--- config.mk ---
export PLATFORM = sky130hd
export DESIGN_NAME = pb_multi_event_counter
export DESIGN_NICKNAME = d
export VERILOG_FILES = /design/src/rtl/pb_multi_event_counter_pkg.sv /design/src/rtl/pb_multi_event_counter_channel.sv /design/src/rtl/pb_multi_event_counter.sv
export SDC_FILE = /design/constraint.sdc
export NUM_CORES = 1
export LEC_CHECK = 0
export ABC_AREA = 0
export CORE_MARGIN = 1.5
export CORE_UTILIZATION = 56
export DETAILED_ROUTE_END_ITERATION = 12
export HOLD_SLACK_MARGIN = 0.12
export PLACE_DENSITY = 0.76
export SETUP_SLACK_MARGIN = 0.5
export SLEW_MARGIN = 20
export SYNTH_ARGS = -nofsm -noshare
export SYNTH_HDL_FRONTEND = slang
export SYNTH_SLANG_ARGS = --single-unit
--- constraint.sdc ---
create_clock -name clock -period 2.45 [get_ports clock]
set_input_delay 0.3675 -clock clock [delete_from_list [all_inputs] [get_ports clock]]
set_output_delay 0.3675 -clock clock [all_outputs]
set_load 0.005 [all_outputs]
--- src/rtl/pb_multi_event_counter_pkg.sv ---
// Shared types and helpers for the multi-channel push-button event counter.
//   debounce_state_t : per-channel debounce FSM encoding
//   sat_inc()        : counter increment that either wraps or sticks at all-ones
package pb_counter_pkg;

  typedef enum logic [1:0] {
    IDLE,
    WAIT_PRESS,
    PRESSED,
    WAIT_RELEASE
  } debounce_state_t;

  // Operates on a 32-bit container; callers cast the result back to their
  // own counter width. width must be 1..32.
  function automatic logic [31:0] sat_inc(input logic [31:0] value,
                                          input logic        saturate,
                                          input int unsigned width);
    logic [31:0] ones;
    ones = (width >= 32) ? 32'hFFFF_FFFF : ((32'd1 << width) - 32'd1);
    if (value == ones) begin
      return saturate ? ones : 32'd0;
    end
    return (value + 32'd1) & ones;
  endfunction

endpackage

--- src/rtl/pb_multi_event_counter_channel.sv ---
// One push-button channel: 2-FF synchroniser, debounce FSM, press / release /
// hold-tick counters and a one-shot long-press detector.
// Ports:
//   clock, reset        : system clock, synchronous active-high reset
//   i_pb                : raw asynchronous button
//   i_clear             : zero the three counters (wins over an increment)
//   o_pressed           : debounced level (PRESSED or WAIT_RELEASE)
//   o_long_press        : 1-cycle pulse when a press reaches LONG_PRESS ticks
//   o_press_cnt, o_hold_cnt, o_release_cnt : event counters
module pb_channel
  import pb_counter_pkg::*;
#(
  parameter int DELAY      = 5_000_000,
  parameter int CNT_W      = 8,
  parameter int HOLD_TICK  = 33_000_000,
  parameter int LONG_PRESS = 3,
  parameter int SATURATE   = 0
) (
  input  logic             clock,
  input  logic             reset,
  input  logic             i_pb,
  input  logic             i_clear,
  output logic             o_pressed,
  output logic             o_long_press,
  output logic [CNT_W-1:0] o_press_cnt,
  output logic [CNT_W-1:0] o_hold_cnt,
  output logic [CNT_W-1:0] o_release_cnt
);

  localparam int DB_W = (DELAY > 1) ? $clog2(DELAY) : 1;
  localparam int HT_W = (HOLD_TICK > 1) ? $clog2(HOLD_TICK) : 1;
  localparam int LP_W = $clog2(LONG_PRESS + 1);
  localparam logic [DB_W-1:0] DB_LAST = DB_W'(DELAY - 1);
  localparam logic [HT_W-1:0] HT_LAST = HT_W'(HOLD_TICK - 1);
  localparam logic [LP_W-1:0] LP_MAX  = LP_W'(LONG_PRESS);
  localparam logic            SAT_EN  = (SATURATE != 0);

  logic            r_sync1;
  logic            r_pb_s;
  debounce_state_t r_state;
  logic [DB_W-1:0] r_db_cnt;
  logic            r_press_pulse;
  logic            r_release_pulse;
  logic [HT_W-1:0] r_hold_tmr;
  logic [LP_W-1:0] r_ticks;
  logic            r_long;
  logic [CNT_W-1:0] r_press_cnt;
  logic [CNT_W-1:0] r_hold_cnt;
  logic [CNT_W-1:0] r_release_cnt;

  logic w_pressed;
  logic w_tick;

  assign w_pressed = (r_state == PRESSED) || (r_state == WAIT_RELEASE);
  // The press-pulse cycle restarts the timer, so a stale value left over from
  // the previous press must not produce a tick there.
  assign w_tick    = w_pressed && !r_press_pulse && (r_hold_tmr == HT_LAST);

  always_ff @(posedge clock) begin
    if (reset) begin
      r_sync1         <= 1'b0;
      r_pb_s          <= 1'b0;
      r_state         <= IDLE;
      r_db_cnt        <= '0;
      r_press_pulse   <= 1'b0;
      r_release_pulse <= 1'b0;
      r_hold_tmr      <= '0;
      r_ticks         <= '0;
      r_long          <= 1'b0;
      r_press_cnt     <= '0;
      r_hold_cnt      <= '0;
      r_release_cnt   <= '0;
    end else begin
      r_sync1         <= i_pb;
      r_pb_s          <= r_sync1;
      r_press_pulse   <= 1'b0;
      r_release_pulse <= 1'b0;
      r_long          <= 1'b0;

      case (r_state)
        IDLE: begin
          if (r_pb_s) begin
            r_state  <= WAIT_PRESS;
            r_db_cnt <= '0;
          end
        end
        WAIT_PRESS: begin
          if (!r_pb_s) begin
            r_state <= IDLE;
          end else if (r_db_cnt == DB_LAST) begin
            r_state       <= PRESSED;
            r_press_pulse <= 1'b1;
          end else begin
            r_db_cnt <= r_db_cnt + 1'b1;
          end
        end
        PRESSED: begin
          if (!r_pb_s) begin
            r_state  <= WAIT_RELEASE;
            r_db_cnt <= '0;
          end
        end
        WAIT_RELEASE: begin
          if (r_pb_s) begin
            r_state <= PRESSED;
          end else if (r_db_cnt == DB_LAST) begin
            r_state         <= IDLE;
            r_release_pulse <= 1'b1;
          end else begin
            r_db_cnt <= r_db_cnt + 1'b1;
          end
        end
        default: r_state <= IDLE;
      endcase

      // Hold timer and per-press tick count restart with every new press.
      if (r_press_pulse) begin
        r_hold_tmr <= '0;
        r_ticks    <= '0;
      end else if (w_pressed) begin
        r_hold_tmr <= (r_hold_tmr == HT_LAST) ? '0 : r_hold_tmr + 1'b1;
      end

      // The tick count sticks at LONG_PRESS, which makes the pulse one-shot.
      if (w_tick && (r_ticks != LP_MAX)) begin
        r_ticks <= r_ticks + 1'b1;
        if (r_ticks == LP_MAX - 1'b1) begin
          r_long <= 1'b1;
        end
      end

      if (i_clear) begin
        r_press_cnt   <= '0;
        r_hold_cnt    <= '0;
        r_release_cnt <= '0;
      end else begin
        if (r_press_pulse)
          r_press_cnt <= CNT_W'(sat_inc(32'(r_press_cnt), SAT_EN, CNT_W));
        if (r_release_pulse)
          r_release_cnt <= CNT_W'(sat_inc(32'(r_release_cnt), SAT_EN, CNT_W));
        if (w_tick)
          r_hold_cnt <= CNT_W'(sat_inc(32'(r_hold_cnt), SAT_EN, CNT_W));
      end
    end
  end

  assign o_pressed     = w_pressed;
  assign o_long_press  = r_long;
  assign o_press_cnt   = r_press_cnt;
  assign o_hold_cnt    = r_hold_cnt;
  assign o_release_cnt = r_release_cnt;

endmodule

--- src/rtl/pb_multi_event_counter.sv ---
// N-channel push-button press / hold / release counter with a registered
// channel-select mux feeding the 7-segment driver.
// Ports:
//   clock, reset      : system clock, synchronous active-high reset
//   pb_in[N_CH]       : raw asynchronous buttons
//   clear_ch[N_CH]    : per-channel synchronous counter clear
//   sel               : channel shown on the count outputs (>= N_CH shows 0)
//   press_count, hold_count, release_count : selected channel's counts
//   pressed_status    : debounced level of every channel
//   long_press_pulse  : per-channel 1-cycle long-press pulse
module pb_multi_event_counter
  import pb_counter_pkg::*;
#(
  parameter int N_CH       = 4,
  parameter int DELAY      = 5_000_000,
  parameter int CNT_W      = 8,
  parameter int HOLD_TICK  = 33_000_000,
  parameter int LONG_PRESS = 3,
  parameter int SATURATE   = 0,
  parameter int SEL_W      = (N_CH > 1) ? $clog2(N_CH) : 1
) (
  input  logic             clock,
  input  logic             reset,
  input  logic [N_CH-1:0]  pb_in,
  input  logic [N_CH-1:0]  clear_ch,
  input  logic [SEL_W-1:0] sel,
  output logic [CNT_W-1:0] press_count,
  output logic [CNT_W-1:0] hold_count,
  output logic [CNT_W-1:0] release_count,
  output logic [N_CH-1:0]  pressed_status,
  output logic [N_CH-1:0]  long_press_pulse
);

  logic [CNT_W-1:0] w_press   [N_CH];
  logic [CNT_W-1:0] w_hold    [N_CH];
  logic [CNT_W-1:0] w_release [N_CH];
  logic [CNT_W-1:0] w_sel_press;
  logic [CNT_W-1:0] w_sel_hold;
  logic [CNT_W-1:0] w_sel_release;
  logic [CNT_W-1:0] r_press_count;
  logic [CNT_W-1:0] r_hold_count;
  logic [CNT_W-1:0] r_release_count;

  for (genvar gi = 0; gi < N_CH; gi++) begin : g_ch
    pb_channel #(
      .DELAY      (DELAY),
      .CNT_W      (CNT_W),
      .HOLD_TICK  (HOLD_TICK),
      .LONG_PRESS (LONG_PRESS),
      .SATURATE   (SATURATE)
    ) u_ch (
      .clock         (clock),
      .reset         (reset),
      .i_pb          (pb_in[gi]),
      .i_clear       (clear_ch[gi]),
      .o_pressed     (pressed_status[gi]),
      .o_long_press  (long_press_pulse[gi]),
      .o_press_cnt   (w_press[gi]),
      .o_hold_cnt    (w_hold[gi]),
      .o_release_cnt (w_release[gi])
    );
  end

  // Compare-and-pick instead of indexing, so out-of-range selects fall
  // through to zero.
  always_comb begin
    w_sel_press   = '0;
    w_sel_hold    = '0;
    w_sel_release = '0;
    for (int i = 0; i < N_CH; i++) begin
      if (sel == SEL_W'(i)) begin
        w_sel_press   = w_press[i];
        w_sel_hold    = w_hold[i];
        w_sel_release = w_release[i];
      end
    end
  end

  always_ff @(posedge clock) begin
    if (reset) begin
      r_press_count   <= '0;
      r_hold_count    <= '0;
      r_release_count <= '0;
    end else begin
      r_press_count   <= w_sel_press;
      r_hold_count    <= w_sel_hold;
      r_release_count <= w_sel_release;
    end
  end

  assign press_count   = r_press_count;
  assign hold_count    = r_hold_count;
  assign release_count = r_release_count;

endmodule

==> results of run 1 <==
[power groups by stage]
stage | Clock (mW) | Sequential (mW) | Combinational, mW
floorplan | 0 | 5.79 | 0.161
detailed placement | 0 | 5.80 | 0.253
global placement | 0 | 5.80 | 0.248
CTS | 5.52 | 5.67 | 0.306
finish | 5.44 | 5.66 | 0.337
global route | 5.75 | 5.66 | 0.358
[layer usage]
metal | GRT usage | up-vias | wire, microns
met2 | 0.436 | 412 | 19700
met5 | 0 | - | 0
met3 | 0.0367 | 96 | 2030
met4 | 0.0913 | 0 | 1300
li1 | - | 6817 | -
met1 | 0.324 | 6858 | 17200
[layout make-up]
cell class	count	area (sq um)	area share
Inverter	32	120	0.00593
Sequential cell	348	7050	0.348
Clock inverter	7	60.1	0.00297
Clock buffer	54	1110	0.0549
Tap cell	378	473	0.0234
Multi-Input combinational cell	1380	9940	0.491
Timing Repair Buffer	153	1490	0.0737
[kinds of logic (layout without fill, tap and decap cells)]
| kind of cell | Yosys count | in the layout | share of synthesized area |
|---|---|---|---|
| adders and majority gates | 28 | 28 | 0.0217 |
| buffers and inverters | 111 | 246 | 0.0282 |
| xor gates and xnor gates | 179 | 179 | 0.0972 |
| muxes | 44 | 44 | 0.0461 |
| and+or+nand+nor | 897 | 898 | 0.289 |
| DFF | 348 | 348 | 0.432 |
| AOI/OAI and AO/OA | 231 | 231 | 0.0858 |
[sequential cells by signal (all words and copies together) (netlist names), named ones only]
signal	flops
g_ch.u_ch.r_press_pulse	4
g_ch.u_ch.r_pb_s	4
g_ch.u_ch.o_press_cnt	32
release_count	8
hold_count	8
g_ch.u_ch.r_ticks	8
g_ch.u_ch.o_hold_cnt	32
g_ch.u_ch.r_sync1	4
press_count	8
g_ch.u_ch.r_hold_tmr	100
g_ch.u_ch.o_release_cnt	32
g_ch.u_ch.r_state	4
g_ch.u_ch.o_long_press	4
g_ch.u_ch.r_release_pulse	4
g_ch.u_ch.r_db_cnt	92
[synth_stat cells (all sizes together) (9+ instances only)]
master  instances
a21oi          87
and2           31
and3           35
and4           13
buf            24
clkbuf         55
dfxtp         348
ha             28
inv            32
mux2i          17
mux4           24
nand2         146
nand3         104
nand4          96
nor2          254
nor2b          10
nor3           31
nor4           27
nor4b          21
o211ai         12
o21ai          67
o31ai          21
or2             9
or3            48
or4            39
xnor2          57
xor2          122
[placed cells by master (no fill, tap or decap), types with 30 or more instances in the layout]
cell type	n
dfxtp_1	302
nor2_1	226
nand2_1	140
xor2_1	122
nand3_1	99
nand4_1	96
buf_4	72
a21oi_1	67
xnor2_1	54
or3_1	41
clkdlybuf4s50_1	41
clkbuf_16	38
o21ai_0	36
dfxtp_2	35
and3_1	33
inv_1	31
and2_1	30
[critical path, stage by stage, from the launching register on]
cell and delay, ps:
dfxtp_2 320, or4b_1 510, or3_4 350, or4_4 600
or4_4 430, a21oi_2 120
[how the worst min path moves through the flow]
stage	cells after the start	end	startpoint
after detailed placement	1	g_ch[2].u_ch.r_pb_s$_SDFF_PP0_	g_ch[2].u_ch.r_sync1$_SDFF_PP0_
after global placement	1	g_ch[2].u_ch.r_pb_s$_SDFF_PP0_	g_ch[2].u_ch.r_sync1$_SDFF_PP0_
after global routing	3	g_ch[0].u_ch.r_db_cnt[0]$_SDFFE_PP0P_	reset
after floorplan	1	g_ch[0].u_ch.r_pb_s$_SDFF_PP0_	g_ch[0].u_ch.r_sync1$_SDFF_PP0_
after CTS	3	g_ch[0].u_ch.r_db_cnt[0]$_SDFFE_PP0P_	reset
final	3	g_ch[0].u_ch.r_db_cnt[1]$_SDFFE_PP0P_	reset
[through the flow]
| step | hold slack, ps | power [mW] | setup TNS (ps) | util | setup slack, ps |
|---|---|---|---|---|---|
| 2_1_floorplan | 414 | 5.96 | 0 | - | 109 |
| 6_report | 356 | 11.4 | 0 | 0.721 | 57.9 |
| 3_5_place_dp | 426 | 6.05 | -6.67 | 0.615 | -6.67 |
| 3_3_place_gp | 427 | 6.04 | 0 | 0.615 | 22.8 |
| 5_1_grt | 354 | 11.8 | -21.9 | 0.721 | -21.9 |
| 4_1_cts | 332 | 11.5 | 0 | 0.686 | 61.3 |
[timing repair]
item / CTS / global route
setup endpoints to repair: 167 / 195
gates resized for setup: 114 / 197
pin swaps: 78 / 89
buffers inserted: 33 / 22
gates cloned: 11 / 0
==> results.md, run 1 <==
- Outcome: finished, final reports clean
- Post-synth top area share: 0.432
- Setup crit start kind: flip-flop
- Slew at the pin closest to its max-slew limit: ~600 ps
- DRC: 0
- R2r setup slk: 60 ps
- Wire per inst: roughly 17 microns
- Mean Syn Cell Area: around 9 sq um
- Vias in the first global route: approximately 13k
- RSZ-0062 raised after global routing: true
- Final hold vios: 0
- Fin crit share: 0.976
- Leak Pwr: ~6.7 nW
- Placed cell area: 17300 sq um
- # hold bufs at CTS: 0
- Worst skew pair latency: 510 ps
- CTS sink count: 348
- Reg power frac: 0.495
- Crit Reg-Reg Endpoint: g_ch[2].u_ch.o_hold_cnt[6]$_SDFFE_PP0P_
- Kind of critical path: flip-flop to flip-flop
- Mapped Area: around 16000 sq um
- Pre-antenna DRT Iters: 5
- Switching share of total power: 0.213
- Fill cells: approximately 2k
- Worst min path class: input pin to flip-flop
- Synth Register Bits: approximately 350
- Placed Instances: approximately 2.2k
- Post-DP HPWL: 24900 microns
- Crit. Startpoint: g_ch[2].u_ch.r_hold_tmr[6]$_SDFFE_PP0N_
- Cell variety after synth: 64
- GPL Wtd Cong: about 0.90
- Net load switching power: approximately 2.4 mW
- Synth-to-Final Area Change: 25.5%
- Worst Setup EP: g_ch[2].u_ch.o_hold_cnt[6]$_SDFFE_PP0P_
- WP data arrival: 2830 ps
- Gate power share: 0.029
- Fraction of layout cells with a size suffix above 1: 0.220
- # rows: 61
- Max Cap Viol: 0
- Overflow after GRT: 0
- Setup Skew: 13.9 ps
- Largest net degree at the start of global routing: 55
- Clock share of power: 0.476
- Vias per cell: just over 6
- Total internal power: 9.00 mW
- Ys Warns: 0
- Num ports: between 40 and 50
- Post-synth ARST share: 0
- Ant diodes: 0
- Global-route wire length before repair: 64300 microns
- H-tree depth: 2
- Seq/Total Area, Yosys: 0.432
- Relative slew slack: 0.595
- Maximum buffer depth of the clock tree: 3
- Initial Utilization: 0.575
- Post-route insts no fill: approximately 2.4k
- Gr usage total: 0.253
- Post-DRT Antenna Nets: 0
- Reg-to-reg startpoint: g_ch[2].u_ch.r_hold_tmr[6]$_SDFFE_PP0N_
- Initial antenna violation count: 0
- Most used DFF post-synth: dfxtp_1
- Dominant cells by area after synthesis: dfxtp_1 43%, xor2_1 6.6%, nor2_1 5.9%
- Finished Cell Area: slightly above 20000 sq um
- Reg2reg path depth: 5
- Post-route minimum period: roughly 2400 ps
- Max-slew violations: 0
- Nets: roughly 2k
- Clock transition at path regs: ~60 ps
- Die Width: about 170 microns
- Count of final setup violators: 0
- CTS tree: done
- Fmax: between 400 and 500 MHz
- Power per cell area: between 500 and 600 nW/um^2
- Mapped Cells: around 1.8k
- Via count: 14.2k
- CTS buffer count: 37
- Synthesized net count: roughly 1.9k
- DIE HEIGHT: about 170 microns
- IO buf count: 43
- Core area: around 28000 sq um
- Final wirelength: 40200 microns
- Critical Path End Type: flip-flop
- Crit-path max FO: 6
- WP data required: between 2000 and 3000 ps
- Die ar.: around 30000 sq um
- Area leader, netlist: dfxtp_1
- Clk root buf: clkbuf_16
- EDFF count, synth: 0
- DRC marker count from the first detailed-route iteration: roughly 900
- Peak VDD IR: around 0.45 mV
Note: power is estimated with default switching activity, not from simulation.
==> inputs of run 2 (changes only) <==
- GPL_ROUTABILITY_DRIVEN: not set -> 1
- GPL_TIMING_DRIVEN: not set -> 0
==> results.md, run 2 (synthesized netlist as in run 1, its figures left out) <==
- Outcome: finished, violations left
- Violated checks: setup timing
- Vias in the first global route: about 14k
- WP data arrival: 2970 ps
- WL met3: around 3600 microns
- Fmax: 387 MHz
- Gate power share: 0.034
- Net load switching power: 2.64 mW
- CTS sink count: about 350
- Initial antenna violation count: 0
- Power per cell area: around 550 nW/um^2
- WP data required: ~2800 ps
- Die ar.: between 20000 and 30000 sq um
- Post-DP HPWL: ~26000 microns
- Clk root buf: clkbuf_16
- Wire length on met2: around 24000 microns
- Final worst setup slack: -134 ps
- Top Layer Used: met4
- Vias per cell: approximately 6.4
- Global-route wire length before repair: between 60000 and 70000 microns
- Max reg flops: 100
- Critical Path End Type: flip-flop
- Post-route minimum period: between 2000 and 3000 ps
- Fin crit share: 1.05
- # rows: between 60 and 70
- Final core occ: 0.771
- Wire per inst: ~20 microns
- Reg-to-reg startpoint: g_ch[2].u_ch.r_hold_tmr[6]$_SDFFE_PP0N_
- DIE HEIGHT: 173 microns
- Hold_ws: 403 ps
- Post-DRT Antenna Nets: 0
- Most common cell after layout, fill and taps aside: dfxtp_1
- H-tree depth: 2
- Clock share of power: 0.492
- Worst skew pair latency: 530 ps
- Num ports: 44
- Core area: between 20000 and 30000 sq um
- Synth-to-Final Area Change: 34.3%
- Slew at the pin closest to its max-slew limit: between 1000 and 1500 ps
- Hold_sp: sel[1]
- Nets: ~2.1k
- Worst min path class: input pin to flip-flop
- Reg power frac: 0.474
- Largest net degree at the start of global routing: 16
- Max Cap Viol: 0
- Ant diodes: 0
- Count of final setup violators: 8
- Setup crit start kind: flip-flop
- Largest regs: g_ch.u_ch.r_hold_tmr x100, g_ch.u_ch.r_db_cnt x92
- Crit-path max FO: 6
- Max-slew violations: 0
- Setup Skew: approximately 25 ps
- Fraction of layout cells with a size suffix above 1: 0.277
- RSZ-0062 raised after global routing: true
- Fill cells: 1695
- Maximum buffer depth of the clock tree: 3
- DRC: 0
- CTS tree: done
- Leak Pwr: about 7.4 nW
- GPL Wtd Cong: 0.893
- Switching share of total power: 0.221
- Final wirelength: about 50000 microns
- Via count: between 15k and 20k
- Initial Utilization: 0.575
- Gr usage total: 0.279
- Clock transition at path regs: 70 ps
- Metal-1 WL: 19400 microns
- Die Width: around 170 microns
- Overflow after GRT: 0
- Total internal power: roughly 9.3 mW
- Peak VDD IR: between 0.4 and 0.5 mV
- Crit. Startpoint: g_ch[2].u_ch.r_hold_tmr[6]$_SDFFE_PP0N_
- CTS buffer count: 36
- Most frequent cells in the layout: 289 x dfxtp_1, 207 x nor2_1, 137 x nand2_1
- Relative slew slack: 0.325
- Final hold vios: 0
- Register with the most flip-flops: g_ch.u_ch.r_hold_tmr
- DRC marker count from the first detailed-route iteration: ~1.5k
- IO buf count: 40
- Total power: between 10 and 15 mW
- Kind of critical path: flip-flop to flip-flop
- Pre-antenna DRT Iters: 6
==> run 2: layout make-up <==
cell class                 count  area (sq um)  area share
buffer                        79           648      0.0299
clock buffer                  49          1070      0.0494
clock inverter                15           194     0.00895
inverter                      32           120     0.00554
multi-input combinational   1380         10400       0.479
sequential                   348          7080       0.327
tap                          378           473      0.0218
timing repair buffer         176          1710      0.0788
==> run 2: per-stage QoR <==
stage                     instances  area [sq um]  worst slack (ps)  setup TNS (ps)
after floorplan                1838         16400               109               0
after global placement         2256         17300              -518          -27740
after detailed placement       2256         17300              -559          -29810
after CTS                      2417         20200             -7.85           -7.85
after global routing           2457         21700              -174            -867
final                          2457         21700              -134            -386
==> run 2: layer usage <==
metal  vias up  global-route usage
li1       7045                   -
met1      7543               0.350
met2       789               0.484
met3       225              0.0422
met4         0               0.109
met5         -                   0
==> run 2: worst paths after layout <==
path                                        endpoint  slack (ps)  cells after the start
min                      release_count[7]$_SDFF_PP0_         400                      3
min reg2reg           g_ch[2].u_ch.r_pb_s$_SDFF_PP0_         440                      1
max          g_ch[2].u_ch.o_hold_cnt[6]$_SDFFE_PP0P_        -130                      6
max reg2reg  g_ch[2].u_ch.o_hold_cnt[6]$_SDFFE_PP0P_        -130                      6
==> run 2: power by group through the flow <==
| stage | registers [mW] | logic [mW] | clock network [mW] |
|---|---|---|---|
| after detailed placement | 5.80 | 0.255 | 0 |
| final | 5.66 | 0.402 | 5.86 |
| after floorplan | 5.79 | 0.161 | 0 |
| after CTS | 5.66 | 0.316 | 5.84 |
| after global placement | 5.80 | 0.253 | 0 |
| after global routing | 5.65 | 0.419 | 6.12 |
==> run 2: what timing repair did <==
action                                  CTS  global route
pin swaps                                77           128
endpoints found under the setup margin  246           240
setup buffers                            88            37
gates cloned                              9             3
resized for setup                       228           297
hold buffers                              0             0
==> run 2: worst max-delay path: stages, from the launching register on <==
cell and delay, ps:
dfxtp_4 350, or4b_4 530, or3_4 420, or4_4 550
buf_6 170, o31ai_2 290, a21oi_1 140
